--- config.mk ---
export PLATFORM = sky130hd
export DESIGN_NAME = bfm_rcvr_cap
export DESIGN_NICKNAME = d
export VERILOG_FILES = /design/src/rtl/bfm_pkg.sv /design/src/rtl/bfm_lfsr16.sv /design/src/rtl/bfm_rcvr_cap.sv
export SDC_FILE = /design/constraint.sdc
export NUM_CORES = 2
export LEC_CHECK = 0
export ABC_AREA = 0
export ABC_CLOCK_PERIOD_IN_PS = 248100
export BUFFER_PORTS_ARGS = -buffer_cell sky130_fd_sc_hd__buf_2
export CORE_ASPECT_RATIO = 0.7
export CORE_MARGIN = 2
export CORE_UTILIZATION = 40
export DETAILED_ROUTE_END_ITERATION = 7
export PLACE_DENSITY = 0.62
export SYNTH_ARGS = -nofsm -noshare
export SYNTH_HDL_FRONTEND = slang
export SYNTH_SLANG_ARGS = --single-unit
--- constraint.sdc ---
create_clock -name clk -period 248.1 [get_ports clk]
set_input_delay 12.405 -clock clk [delete_from_list [all_inputs] [get_ports clk]]
set_output_delay 12.405 -clock clk [all_outputs]
set_load 0.02 [all_outputs]
--- src/rtl/bfm_pkg.sv ---
// Shared encodings for the receive/transmit BFMs: FSM states, pause modes, LFSR taps
// and the pause-length selection used on every accepted word.
package bfm_pkg;

  typedef enum logic [1:0] {
    ST_IDLE = 2'd0,
    ST_WAIT = 2'd1,
    ST_RCVD = 2'd2,
    ST_HOLD = 2'd3
  } state_t;

  localparam logic [1:0] PM_NONE  = 2'd0;
  localparam logic [1:0] PM_FIXED = 2'd1;
  localparam logic [1:0] PM_RAND  = 2'd2;

  // Taps 16,14,13,11 as bit positions 15,13,12,10 of a left-shifting register
  localparam logic [15:0] LFSR_TAPS = 16'hB400;

  // Random mode draws 0..bound inclusive; bound+1 needs 33 bits when bound is all ones
  function automatic logic [31:0] pause_sel(input logic [1:0]  mode,
                                            input logic [31:0] bound,
                                            input logic [15:0] lfsr);
    logic [32:0] modulus;
    modulus   = {1'b0, bound} + 33'd1;
    pause_sel = '0;
    case (mode)
      PM_NONE:  pause_sel = '0;
      PM_FIXED: pause_sel = bound;
      PM_RAND:  pause_sel = 32'({17'd0, lfsr} % modulus);
      default:  pause_sel = '0;
    endcase
  endfunction

endpackage

--- src/rtl/bfm_lfsr16.sv ---
// 16-bit Fibonacci LFSR, one step per adv; shared by the receive and transmit BFMs.
// Latency: q updates on the edge where adv is high; reset loads seed (must be nonzero).
module bfm_lfsr16
  import bfm_pkg::*;
(
  input  logic        clk,
  input  logic        rst_n,
  input  logic [15:0] seed,
  input  logic        adv,
  output logic [15:0] q
);

  always_ff @(posedge clk or negedge rst_n) begin
    if (!rst_n) begin
      q <= seed;
    end else if (adv) begin
      q <= {q[14:0], ^(q & LFSR_TAPS)};
    end
  end

endmodule

--- src/rtl/bfm_rcvr_cap.sv ---
// Receive BFM: sinks a valid/ready stream into a DEPTH-entry capture buffer, rx_rdy is a
// registered Moore output with LFSR-driven pauses. BFM_RCVR_CHECK_EN adds exp_data checking.
module bfm_rcvr_cap
  import bfm_pkg::*;
#(
  parameter int          DW        = 128,
  parameter int          DEPTH     = 16,
  parameter int          AW        = $clog2(DEPTH),
  parameter logic [15:0] LFSR_SEED = 16'hACE1,
  parameter string       NAME      = "Receiver"
) (
  input  logic          clk,
  input  logic          rst_n,
  input  logic [DW-1:0] rx_data,
  input  logic          rx_vld,
  output logic          rx_rdy,
  output logic          rx_busy,
  output logic          rx_done,
  input  logic          start,
  input  logic          abort,
  input  logic [31:0]   cfg_length,
  input  logic [31:0]   cfg_wait,
  input  logic [1:0]    cfg_pause_mode,
  input  logic [31:0]   cfg_pause_cycle,
  output logic [31:0]   rx_cnt,
  input  logic [AW-1:0] cap_rd_addr,
  output logic [DW-1:0] cap_rd_data,
  output logic          cap_ovf
`ifdef BFM_RCVR_CHECK_EN
  ,
  input  logic [DW-1:0] exp_data,
  output logic [31:0]   err_cnt,
  output logic          err_flag
`endif
);

  state_t        state, state_nxt;
  logic [31:0]   cnt_q, cnt_nxt;
  logic          done_nxt;
  logic          fin;
  logic [31:0]   len_q, wait_q, pcyc_q;
  logic [1:0]    pmode_q;
  logic [AW-1:0] wr_ptr;
  logic [15:0]   lfsr_q;
  logic [DW-1:0] mem [DEPTH];

  logic          xfer;
  logic          start_idle;
  logic          abort_hit;
  logic          last_word;
  logic [31:0]   pause_p;

  assign rx_rdy      = (state == ST_RCVD);
  assign rx_busy     = (state != ST_IDLE);
  assign xfer        = rx_vld && rx_rdy;
  assign start_idle  = start && (state == ST_IDLE);
  assign abort_hit   = abort && (state != ST_IDLE);
  assign last_word   = (len_q != '0) && ((rx_cnt + 32'd1) == len_q);
  assign pause_p     = pause_sel(pmode_q, pcyc_q, lfsr_q);
  assign cap_rd_data = mem[cap_rd_addr];

  bfm_lfsr16 u_lfsr (
    .clk   (clk),
    .rst_n (rst_n),
    .seed  (LFSR_SEED),
    .adv   (xfer),
    .q     (lfsr_q)
  );

  // cnt_q is a shared down-counter: wait cycles in WAIT, pause cycles in HOLD
  always_comb begin
    state_nxt = state;
    cnt_nxt   = cnt_q;
    done_nxt  = 1'b0;
    fin       = 1'b0;
    case (state)
      ST_IDLE: begin
        if (start) begin
          if (cfg_wait != '0) begin
            state_nxt = ST_WAIT;
            cnt_nxt   = cfg_wait - 32'd1;
          end else begin
            state_nxt = ST_RCVD;
          end
        end
      end
      ST_WAIT, ST_HOLD: begin
        if (cnt_q == '0) state_nxt = ST_RCVD;
        else             cnt_nxt   = cnt_q - 32'd1;
      end
      ST_RCVD: begin
        if (xfer) begin
          if (last_word) begin
            state_nxt = ST_IDLE;
            fin       = 1'b1;
            done_nxt  = 1'b1;
          end else if (pause_p != '0) begin
            state_nxt = ST_HOLD;
            cnt_nxt   = pause_p - 32'd1;
          end
        end
      end
      default: state_nxt = ST_IDLE;
    endcase
    if (abort_hit) begin
      state_nxt = ST_IDLE;
      done_nxt  = 1'b1;
    end
  end

  always_ff @(posedge clk or negedge rst_n) begin
    if (!rst_n) begin
      state   <= ST_IDLE;
      cnt_q   <= '0;
      rx_done <= 1'b0;
    end else begin
      state   <= state_nxt;
      cnt_q   <= cnt_nxt;
      rx_done <= done_nxt;
    end
  end

  always_ff @(posedge clk or negedge rst_n) begin
    if (!rst_n) begin
      len_q   <= '0;
      wait_q  <= '0;
      pcyc_q  <= '0;
      pmode_q <= PM_NONE;
      rx_cnt  <= '0;
      cap_ovf <= 1'b0;
      wr_ptr  <= '0;
    end else if (start_idle) begin
      len_q   <= cfg_length;
      wait_q  <= cfg_wait;
      pcyc_q  <= cfg_pause_cycle;
      pmode_q <= cfg_pause_mode;
      rx_cnt  <= '0;
      cap_ovf <= 1'b0;
      wr_ptr  <= '0;
    end else if (xfer) begin
      if (rx_cnt != '1) rx_cnt <= rx_cnt + 32'd1;
      if (rx_cnt >= 32'(DEPTH)) cap_ovf <= 1'b1;
      wr_ptr <= wr_ptr + 1'b1;
    end
  end

  // Capture storage is deliberately not reset
  always_ff @(posedge clk) begin
    if (xfer) mem[wr_ptr] <= rx_data;
  end

`ifdef BFM_RCVR_CHECK_EN
  logic data_bad;
  assign data_bad = xfer && (rx_data != exp_data);

  always_ff @(posedge clk or negedge rst_n) begin
    if (!rst_n) begin
      err_cnt  <= '0;
      err_flag <= 1'b0;
    end else if (start_idle) begin
      err_cnt  <= '0;
      err_flag <= 1'b0;
    end else if (data_bad) begin
      if (err_cnt != '1) err_cnt <= err_cnt + 32'd1;
      err_flag <= 1'b1;
    end
  end
`endif

`ifndef SYNTHESIS
  always @(posedge clk) begin
    if (rst_n) begin
      if (start_idle)
        $display("[%s] start: length=%0d wait=%0d pause_mode=%0d pause_cycle=%0d",
                 NAME, cfg_length, cfg_wait, cfg_pause_mode, cfg_pause_cycle);
      if (abort_hit)
        $display("[%s] abort: %0d words received", NAME, rx_cnt + {31'd0, xfer});
      else if (fin)
        $display("[%s] done: %0d words received (wait %0d)", NAME, rx_cnt + 32'd1, wait_q);
`ifdef BFM_RCVR_CHECK_EN
      if (data_bad)
        $display("[%s] data compare: word %0d received %h expected %h",
                 NAME, rx_cnt, rx_data, exp_data);
`endif
    end
  end
`endif

endmodule
==> impl.org <==
** Power and ir drop
- Of the total power, the clock network draws 0.232.
- In this run the static leakage power is 50.4 nW.
- Of the total power, combinational logic draws 0.452.
- Cell internal pwr :: 799 uW
- The analysis attributes to net switching a power of 591 uW.
- Power spread over the standard cell area amounts to 10.0 nW/um^2.
- Of the total power, registers draw 0.316.
- IR analysis of the VDD net gives a maximum drop of 0.00824 mV.
- Proportion of total power due to net switching :: 0.425

** Clock tree
- Reg clk slew, reported paths :: 60 ps
- CTS tree :: built
- Clock latency on the worst-skew pair, taken at its later pin, is 950 ps.
- Once the clock tree was built, the resizer swapped 0 gates to a different size.
- CTS saw 2202 sinks.
- In this run, post-CTS hold repair placed 0 buffers.
- Post-CTS setup buffer count :: 0
- CTS max path bufs :: 4
- Clock tree synthesis selected as its root buffer the cell clkbuf_16.
- Depth of the CTS H-tree :: 4
- Total clock buffers created by CTS :: 218

** Worst setup path
- In this run the number of cells on the critical path is 331.
- Critical path buffer and inverter count :: 33
- Cell count of the worst reg-to-reg path :: 331
- STA classifies the critical path endpoint as a flop.
- The cell family contributing the most delay on the critical path is compound AO/OA/AOI/OAI gates.
- Worst Setup Path Type :: flop to flop
- The slowest stage of the critical path belongs to the cell o32ai_1.
- Startpoint types :: flop
- Counting stages on the worst path, the most repeated cell is ha_1.
- Crit path arrival time :: 110790 ps
- In this design, the stage delay of the slowest critical-path cell is 1280 ps.
- Largest fanout on the critical path :: 45
- Required time at the worst-slack endpoint :: 248840 ps

** Synthesis
- Post-synth top cells :: edfxtp_1 (2048), nand2_1 (923), nor2_1 (657), mux4_2 (615), ha_1 (575)
- Dominant register cell in the synthesized netlist :: edfxtp_1
- Area fraction of the dominant cell type after synthesis :: 0.497
- Synthesis instantiated 114 different standard cells from the library.
- Seq/Total Area, Yosys :: 0.528
- By area the synthesized netlist is led by edfxtp_1 (50%), mux4_2 (11%), ha_1 (5.8%).
- Synthesis produced 9790 cells.
- Number of register bits inferred by synthesis :: 2202
- Top-count cell post-synth :: edfxtp_1
- Post-Syn Area :: 124000 sq um
- After synthesis, the share of flip-flops with an asynchronous set or reset is 0.0699.
- In this run the mean area of a mapped cell was 12.6 sq um.
- Of all cell types, the one taking the most synthesized area is edfxtp_1.
- Post-synth EDFFs :: 2048
- During synthesis, Yosys emitted a total of 0 warnings.

** Floorplanning
- Placement Rows :: 170
- The initial utilization of the core area, before any placement, comes to 0.403.
- From bottom edge to top edge, the die measures 469 um.
- Core footprint :: 307000 sq um
- Ports :: 399
- The die covers 314000 sq um.
- The floorplan step set the die width to 669 um.

** Run status
- Run status :: finished with violations
- Violated checks :: design-rule violations, max-capacitance violations, max-slew violations

** STA
- The number of hold-slack violations in the final timing report came to 0.
- Final setup violation count :: 0
- The routed design could run at a clock period as short as 110050 ps.
- The worst path meets setup with 138050 ps of slack.
- In this run the tightest slew margin relative to its limit is -0.0547.
- At the pin with the least slew margin, the transition time is 1580 ps.
- Number of max-slew violations in the final report :: 4
- Dividing the final minimum period by the clock period gives 0.444.
- For the final routed database, the setup TNS stands at 0 ps.
- Timing would allow up to 0.00909 GHz.
- Worst Clk Skew :: 164 ps
- Setup repair after global routing left no endpoint under its margin.

** Route
- Detailed router's first-iteration violation count :: 13800
- Antenna viol nets, final :: 0
- Using the TritonRoute via totals, the vias-per-cell ratio works out to 6.44.
- The first detailed-routing pass took 8 iterations.
- Routed len/inst :: 33.0 um
- After detailed routing, the number of remaining DRC violations is 8.
- Vias :: 93600
- Routed wire length :: 480000 um

** Layout
- From synthesis to final layout, the design area changed by 11.8%.
- Total number of nets in the final design :: 11000
- In the final layout, the share of cells above drive strength 1 is 0.175.

** GRT
- The number of global-route vias before repair is 87300.
- The number of antenna violations at the first check in global routing was 71.
- Total global-route track usage :: 0.297
- Entering global routing, the biggest net connects 109 pins.
- Global-route wire length before repair :: 673000 um
- Residual overflow from global routing :: 0

** Min path
- Type of the most critical hold path :: flop to flop
- Counting instances, the worst hold path has a depth of 1.

** Place
- Port buffering added 398 buffers.
- DP Wirelength :: 338000 um
- Post-place setup slack :: 144180 ps
- Weighted congestion reported at the end of routability-driven placement :: 1.10

** Job
- Across the run, the number of max-cap violations was 2.
## per-stage QoR
stage	instances	total power, mW	instance area (sq um)	hold WS, ps	utilization
finish	14500	1.39	138000	503	0.450
global route	14500	1.44	138000	540	0.450
CTS	14500	1.37	138000	506	0.450
detailed placement	14100	1.04	131000	491	0.428
global placement	14100	1.05	131000	479	0.428
floorplan	9805	0.815	124000	466	-
## cell families (layout without fill, tap and decap cells)
family,count (synthesis),in the layout,share of synthesized area
mux,752,752,0.124
flops,2202,2202,0.528
other cells,1,47,0.0000303
xor+xnor,520,520,0.0368
simple gates,2797,2797,0.108
compound gates,2291,2291,0.124
buf+inv,651,1224,0.0209
fa+ha+maj,576,576,0.0583
## layout make-up
class                           instances  area (sq um)
Fill cell                           27700        169000
Sequential cell                      2202         65400
Multi-Input combinational cell       6952         56200
Clock buffer                          260          5630
Tap cell                             4128          5160
Timing Repair Buffer                  623          3820
Clock inverter                        131          1220
Inverter                              210           788
Antenna cell                           31          77.6
## final timing paths
path | to | from | slack, ps
hold reg to reg | cnt_q[31]$_DFFE_PN0P_ | cnt_q[31]$_DFFE_PN0P_ | 500
max in group asynchronous | wr_ptr[0]$_DFFE_PN0P_ | rst_n | 234560
setup reg to reg | cnt_q[26]$_DFFE_PN0P_ | pcyc_q[1]$_DFFE_PN0P_ | 138050
hold / removal | cnt_q[31]$_DFFE_PN0P_ | cnt_q[31]$_DFFE_PN0P_ | 500
setup / recovery | cnt_q[26]$_DFFE_PN0P_ | pcyc_q[1]$_DFFE_PN0P_ | 138050
min in group asynchronous | pcyc_q[22]$_DFFE_PN0P_ | rst_n | 11480
## flip-flops by register name, indices dropped and copies added, names as in the netlist, 2 cells and up
signal and cells:
cnt_q 32, len_q 32, mem 2048, pcyc_q 32, pmode_q 2, rx_cnt 32
state 2, u_lfsr.q 16, wr_ptr 4
## layout by cell type (no fill, tap or decap), types with 103 or more instances in the layout
| cell type | count |
|---|---|
| nand4_1 | 125 |
| nand3_1 | 237 |
| dfrtp_1 | 145 |
| a21oi_1 | 566 |
| xnor2_1 | 306 |
| buf_4 | 216 |
| ha_1 | 575 |
| nor2_1 | 654 |
| xor2_1 | 198 |
| a31oi_1 | 110 |
| o21a_1 | 161 |
| o21ai_0 | 414 |
| buf_2 | 393 |
| nand2_1 | 921 |
| a21o_1 | 164 |
| nor3_1 | 200 |
| a211oi_1 | 103 |
| mux4_2 | 615 |
| clkbuf_16 | 218 |
| edfxtp_1 | 2048 |
| inv_1 | 205 |
## routing by layer
metal | part of all wire | track usage | wire [um] | vias up
li1 | - | - | - | 39400
met4 | 0.031 | 0.0759 | 14800 | 34
met1 | 0.45 | 0.458 | 215000 | 47800
met5 | 0.00045 | 0 | 217 | -
met3 | 0.11 | 0.0785 | 54100 | 807
met2 | 0.41 | 0.410 | 195000 | 5571
## power groups by stage
stage | Combinational [mW] | Sequential, mW | Clock [mW]
4_1_cts | 0.601 | 0.438 | 0.328
5_1_grt | 0.657 | 0.439 | 0.342
6_report | 0.629 | 0.438 | 0.323
2_1_floorplan | 0.378 | 0.437 | 0
3_5_place_dp | 0.596 | 0.445 | 0
3_3_place_gp | 0.601 | 0.445 | 0
Power figures use the tool's default switching activity.
